[config.mk]
export PLATFORM = sky130hd
export DESIGN_NAME = botao_pedestre
export DESIGN_NICKNAME = d
export VERILOG_FILES = /design/src/rtl/botao_pedestre_pkg.sv /design/src/rtl/botao_pedestre_debounce_sync.sv /design/src/rtl/botao_pedestre.sv
export SDC_FILE = /design/constraint.sdc
export NUM_CORES = 1
export LEC_CHECK = 0
export BUFFER_PORTS_ARGS = -buffer_cell sky130_fd_sc_hd__buf_4
export CORE_UTILIZATION = 54
export CTS_CLUSTER_DIAMETER = 30
export CTS_CLUSTER_SIZE = 25
export DETAILED_ROUTE_END_ITERATION = 10
export PLACE_DENSITY_LB_ADDON = 0.15
export SETUP_SLACK_MARGIN = 0.02
export SLEW_MARGIN = 30
export SYNTH_ARGS = -nofsm -noshare
export SYNTH_HDL_FRONTEND = slang
export SYNTH_HIERARCHICAL = 1
export SYNTH_SLANG_ARGS = --single-unit
[constraint.sdc]
create_clock -name clk -period 2.2 [get_ports clk]
set_clock_uncertainty 0.15 [all_clocks]
set_input_delay 0.44 -clock clk [delete_from_list [all_inputs] [get_ports clk]]
set_output_delay 0.44 -clock clk [all_outputs]
set_load 0.05 [all_outputs]
[src/rtl/botao_pedestre_pkg.sv]
// Shared light and FSM encodings for the traffic-light controller and the
// pedestrian request block.
package botao_pedestre_pkg;

  typedef enum logic [1:0] {
    IDLE    = 2'd0,
    PENDING = 2'd1,
    SERVING = 2'd2,
    LOCKOUT = 2'd3
  } ped_state_t;

  localparam logic [2:0] A_GREEN    = 3'b001;
  localparam logic [2:0] A_YELLOW   = 3'b010;
  localparam logic [2:0] A_RED      = 3'b100;
  localparam logic [2:0] B_STOP     = 3'b001;
  localparam logic [2:0] B_WALK     = 3'b010;
  localparam logic [2:0] B_WALK_END = 3'b100;

  function automatic logic is_onehot3(input logic [2:0] v);
    return (v == 3'b001) || (v == 3'b010) || (v == 3'b100);
  endfunction

endpackage

[src/rtl/botao_pedestre_debounce_sync.sv]
// Two-flop synchronizer followed by a stability-count debouncer; any bounce
// back to the current level restarts the count.
module debounce_sync #(
  parameter int DEB_CYCLES = 4
) (
  input  logic clk,
  input  logic rst,
  input  logic din,
  output logic dout
);

  localparam int CNT_W = $clog2(DEB_CYCLES + 1);

  logic             sync1_r;
  logic             sync2_r;
  logic [CNT_W-1:0] cnt_r;

  // synchronize the raw input and accept a new level after DEB_CYCLES stable cycles
  always_ff @(posedge clk or posedge rst) begin
    if (rst) begin
      sync1_r <= 1'b0;
      sync2_r <= 1'b0;
      cnt_r   <= '0;
      dout    <= 1'b0;
    end else begin
      sync1_r <= din;
      sync2_r <= sync1_r;
      if (sync2_r != dout) begin
        if (cnt_r == CNT_W'(DEB_CYCLES - 1)) begin
          dout  <= sync2_r;
          cnt_r <= '0;
        end else begin
          cnt_r <= cnt_r + CNT_W'(1);
        end
      end else begin
        cnt_r <= '0;
      end
    end
  end

endmodule

[src/rtl/botao_pedestre.sv]
// Pedestrian push-button request block: debounces the button, raises a
// crossing request and tracks service by the traffic-light controller.
module botao_pedestre
  import botao_pedestre_pkg::*;
#(
  parameter int DEB_CYCLES     = 4,
  parameter int LOCKOUT_CYCLES = 8
) (
  input  logic       clk,
  input  logic       rst,
  input  logic       btn_raw,
  input  logic [2:0] A,
  input  logic [2:0] B,
  output logic       bt,
  output logic       wait_led,
  output logic [7:0] req_count,
  output logic       err
);

  localparam int LCK_W = (LOCKOUT_CYCLES > 1) ? $clog2(LOCKOUT_CYCLES) : 1;

  logic             deb_s;
  logic             deb_q_r;
  logic             press_s;
  logic             a_green_s;
  logic             b_stop_s;
  logic             b_served_s;
  logic             bad_s;
  ped_state_t       state_r;
  logic [LCK_W-1:0] lock_cnt_r;

  debounce_sync #(.DEB_CYCLES(DEB_CYCLES)) u_debounce_sync (
    .clk  (clk),
    .rst  (rst),
    .din  (btn_raw),
    .dout (deb_s)
  );

  // press edge and light decoding; illegal codes are neither green nor served
  always_comb begin
    press_s    = deb_s & ~deb_q_r;
    a_green_s  = (A == A_GREEN);
    b_stop_s   = (B == B_STOP);
    b_served_s = (B == B_WALK) || (B == B_WALK_END);
    bad_s      = !is_onehot3(A) || !is_onehot3(B);
  end

  // request FSM with registered outputs derived from the next state
  always_ff @(posedge clk or posedge rst) begin
    if (rst) begin
      state_r    <= IDLE;
      deb_q_r    <= 1'b0;
      lock_cnt_r <= '0;
      bt         <= 1'b0;
      wait_led   <= 1'b0;
      req_count  <= 8'd0;
      err        <= 1'b0;
    end else begin
      deb_q_r <= deb_s;
      err     <= err | bad_s;
      case (state_r)
        IDLE: begin
          if (press_s) begin
            state_r   <= PENDING;
            bt        <= 1'b1;
            wait_led  <= 1'b1;
            req_count <= req_count + 8'd1;
          end else begin
            bt       <= 1'b0;
            wait_led <= 1'b0;
          end
        end
        PENDING: begin
          if (b_served_s) begin
            state_r  <= SERVING;
            bt       <= 1'b1;
            wait_led <= 1'b0;
          end else begin
            bt       <= 1'b1;
            wait_led <= 1'b1;
          end
        end
        SERVING: begin
          if (b_stop_s && a_green_s) begin
            state_r    <= LOCKOUT;
            lock_cnt_r <= LCK_W'(LOCKOUT_CYCLES - 1);
            bt         <= 1'b0;
            wait_led   <= 1'b0;
          end else begin
            bt       <= 1'b1;
            wait_led <= 1'b0;
          end
        end
        LOCKOUT: begin
          // presses here, including the expiry cycle, are dropped
          bt       <= 1'b0;
          wait_led <= 1'b0;
          if (lock_cnt_r == '0) begin
            state_r <= IDLE;
          end else begin
            lock_cnt_r <= lock_cnt_r - LCK_W'(1);
          end
        end
        default: begin
          state_r  <= IDLE;
          bt       <= 1'b0;
          wait_led <= 1'b0;
        end
      endcase
    end
  end

endmodule

==> impl_metrics.toml <==
[grt]
grt_pass1_wl_um = 3440
antenna_found_initial = 0
first_global_vias = 811
grt_max_degree = 18
overflow = 0
grtUsageTotal_pct = 19.3

[power_and_ir_drop]
powerDensity_mw_per_mm2 = 1230
p_leak_nw = 0.671
p_total_mw = 1.71
pwr-share-clk_pct = 11.3
p_seq_share_pct = 37.8
ir_drop_uv = 732
p_switching_mw = 0.732
pwr-share-comb_pct = 51.0
switching_share_pct = 42.9
p_int_mw = 0.973

[synthesis]
synth_compound_area_share_pct = 11.5
yosysWarnings = 6
synth_adder_area_share_pct = 9.55
synth-xor-area-share_pct = 8.17
syn_area_sq_mm = 0.00118
syn_nets = 123
synth_top_family_by_area = "simple AND/OR/NAND/NOR gates"
netlist_instances = 105
ys_ff_latch = 23
synth_cell_type_count = 28
synth_seq_area_share_pct = 48.8
avgSynthCellArea_sq_um = 11.2
synth.area.mux_share_pct = 3.18
synthSimpleGateAreaFrac_pct = 16.2

[placed_design]
io_buffers = 19
post_dp_cell_area_sq_mm = 0.00136
hpwl_um = 1530
gp_congestion = 0.731

[sta]
holdWs_ns = 0.0763
min_period_ns = 1.96
finalMaxSlewViolations = 0
period_share_pct = 88.9
rsz0062_at_grt = "false"
setup_viol = 0
max_slew_margin_pct = 58.2
fmax_ghz = 0.511
setup_tns_ns = 0
tightest_slew_ns = 0.627
finalHoldViolations = 0

[hold_path]
hold_depth = 1
worstHoldPathType = "in2reg"

[clock_network]
cts_resized = 0
clk_latency_ns = 0.31
root_buffer = "clkbuf_4"
cts.reportedPaths.clkPinSlew_ns = 0.12
clock_path_buffers = 2
clock_sinks = 23
numCtsBuffers = 3
tritoncts = "built"
h-tree-depth = 1

[worst_setup_path]
critPathKind = "reg2reg"
reg2reg_depth = 7
rr_startpoint = "lock_cnt_r[0]$_DFFE_PP0P_"
critPathCaptureType = "flop"
required_ns = 2.26
cp-endpoint = "state_r[1]$_DFFE_PP0P_"
reg2reg_setup_slack_ns = 0.24
startpoint = "lock_cnt_r[0]$_DFFE_PP0P_"
cp_max_fo = 5
worst_setup_path_start_kind = "flop"
r2r_end = "state_r[1]$_DFFE_PP0P_"
crit_arrival_ns = 2.02

[routing]
postRouteAntennaNets = 0
first_pass_iters = 4
drc = 0
vias_per_cell = 5.36
drtIter0Drc = 19
avgRoutedWirePerCell_um = 12.6
num_vias = 836
routed_wl_um = 1960

[final_layout]
diodes = 0
final_layout_size_suffix_gt1_share_pct = 23.3
fin_area_sq_mm = 0.00139
syn_to_final_growth_pct = 18.0
fin_nets = 148

[floorplan]
pin_count = 20
dieHeight_um = 48.7
start_util_pct = 58.9
num_rows = 16
fp.dieW_um = 48.7
core_area_sq_mm = 0.00200
die-area_sq_mm = 0.00237

[status]
outcome = "complete, no violations"

[flow_run]
cap_violations = 0
==> repair_timing <==
action                                 in CTS  in global routing
buffers inserted                            0                  0
endpoints found under the hold margin       6                  0
hold buffers                                1                  0
==> layer usage <==
layer	track usage, %	wire length (um)	vias up
met2	32.4	979	22
met5	0	0	-
met4	9.80	36	0
li1	-	-	417
met1	23.2	875	393
met3	4.09	70	4
==> layout by cell type, fill, tap and decap left out, drive strengths merged, types with 2 or more instances in the layout <==
master	n
dfrtp	23
buf	19
ha	9
inv	8
o21ai	8
xnor2	6
nand2	6
nor2	5
xor2	5
nand3	5
nor3	4
nor2b	4
clkbuf	4
a21oi	3
a22oi	3
nand2b	3
mux2	3
a311oi	2
nor3b	2
==> area by class of cell <==
| cell class | count | area [sq um] |
|---|---|---|
| multi-input combinational | 74 | 573 |
| fill | 157 | 611 |
| timing repair buffer | 20 | 153 |
| sequential | 23 | 576 |
| inverter | 8 | 30.0 |
| clock buffer | 4 | 26.3 |
| tap | 27 | 33.8 |
==> cells by family after synthesis <==
logic type / count (synthesis)
and+or+nand+nor: 33
buffers and inverters: 8
muxes: 3
adders and majority gates: 9
DFF: 23
xor gates and xnor gates: 11
AOI/OAI and AO/OA: 18
==> synth_stat cells <==
cell type / instances / area, sq um
dfrtp_1: 23 / 576
ha_1: 9 / 113
inv_1: 8 / 30.0
o21ai_0: 7 / 35.0
nand2_1: 6 / 22.5
xnor2_1: 6 / 52.6
nor2_1: 5 / 18.8
xor2_1: 5 / 43.8
nand3_1: 4 / 20.0
nor3_1: 4 / 20.0
a21oi_1: 3 / 15.0
a22oi_1: 3 / 22.5
nor2b_1: 3 / 18.8
a311oi_1: 2 / 17.5
mux2_2: 2 / 22.5
nand2b_1: 2 / 12.5
nor3b_1: 2 / 15.0
a32oi_1: 1 / 8.76
mux2_4: 1 / 15.0
nand2b_4: 1 / 13.8
nand3_2: 1 / 10.0
nand3b_1: 1 / 7.51
nand4_1: 1 / 6.26
nor2b_4: 1 / 13.8
nor4_1: 1 / 6.26
o21ai_2: 1 / 8.76
o41ai_4: 1 / 27.5
or3_1: 1 / 6.26
==> registers in the layout (all words and copies together), names as in the netlist <==
| register | flops |
|---|---|
| u_debounce_sync/sync1_r | 1 |
| u_debounce_sync/sync2_r | 1 |
| err | 1 |
| bt | 1 |
| wait_led | 1 |
| state_r | 2 |
| req_count | 8 |
| lock_cnt_r | 3 |
| u_debounce_sync/cnt_r | 3 |
| u_debounce_sync/dout | 1 |
| deb_q_r | 1 |
==> worst min path at each step <==
stage | slack [ns] | start | endpoint
2_1_floorplan | 0.08 | rst | u_debounce_sync/cnt_r[0]$_DFF_PP0_
6_report | 0.08 | btn_raw | u_debounce_sync/sync1_r$_DFF_PP0_
3_3_place_gp | 0.19 | u_debounce_sync/sync1_r$_DFF_PP0_ | u_debounce_sync/sync2_r$_DFF_PP0_
3_5_place_dp | 0.20 | u_debounce_sync/sync1_r$_DFF_PP0_ | u_debounce_sync/sync2_r$_DFF_PP0_
4_1_cts | 0.07 | btn_raw | u_debounce_sync/sync1_r$_DFF_PP0_
5_1_grt | 0.05 | btn_raw | u_debounce_sync/sync1_r$_DFF_PP0_
==> critical path, cell delays in order (launching register included) <==
cell and delay, ns:
dfrtp_1 0.40, inv_1 0.06, ha_1 0.19, ha_1 0.22, nor2b_1 0.31, a21oi_1 0.12
nand3_2 0.11, mux2_4 0.29
==> metrics by stage <==
stage          util (%)  cells  setup slack (ns)
2_1_floorplan         -    105             0.432
3_3_place_gp       67.7    151             0.372
3_5_place_dp       67.7    151             0.291
4_1_cts            69.5    156             0.276
5_1_grt            69.5    156             0.104
6_report           69.5    156             0.244
==> power groups by stage <==
stage	Clock [mW]	Sequential, mW	Combinational, mW
after global placement	0	0.644	0.844
final	0.192	0.644	0.869
after global routing	0.223	0.661	0.967
after floorplan	0	0.789	0.509
after detailed placement	0	0.654	0.862
after CTS	0.203	0.644	0.869
No activity file was read; power rests on OpenSTA's default activity.
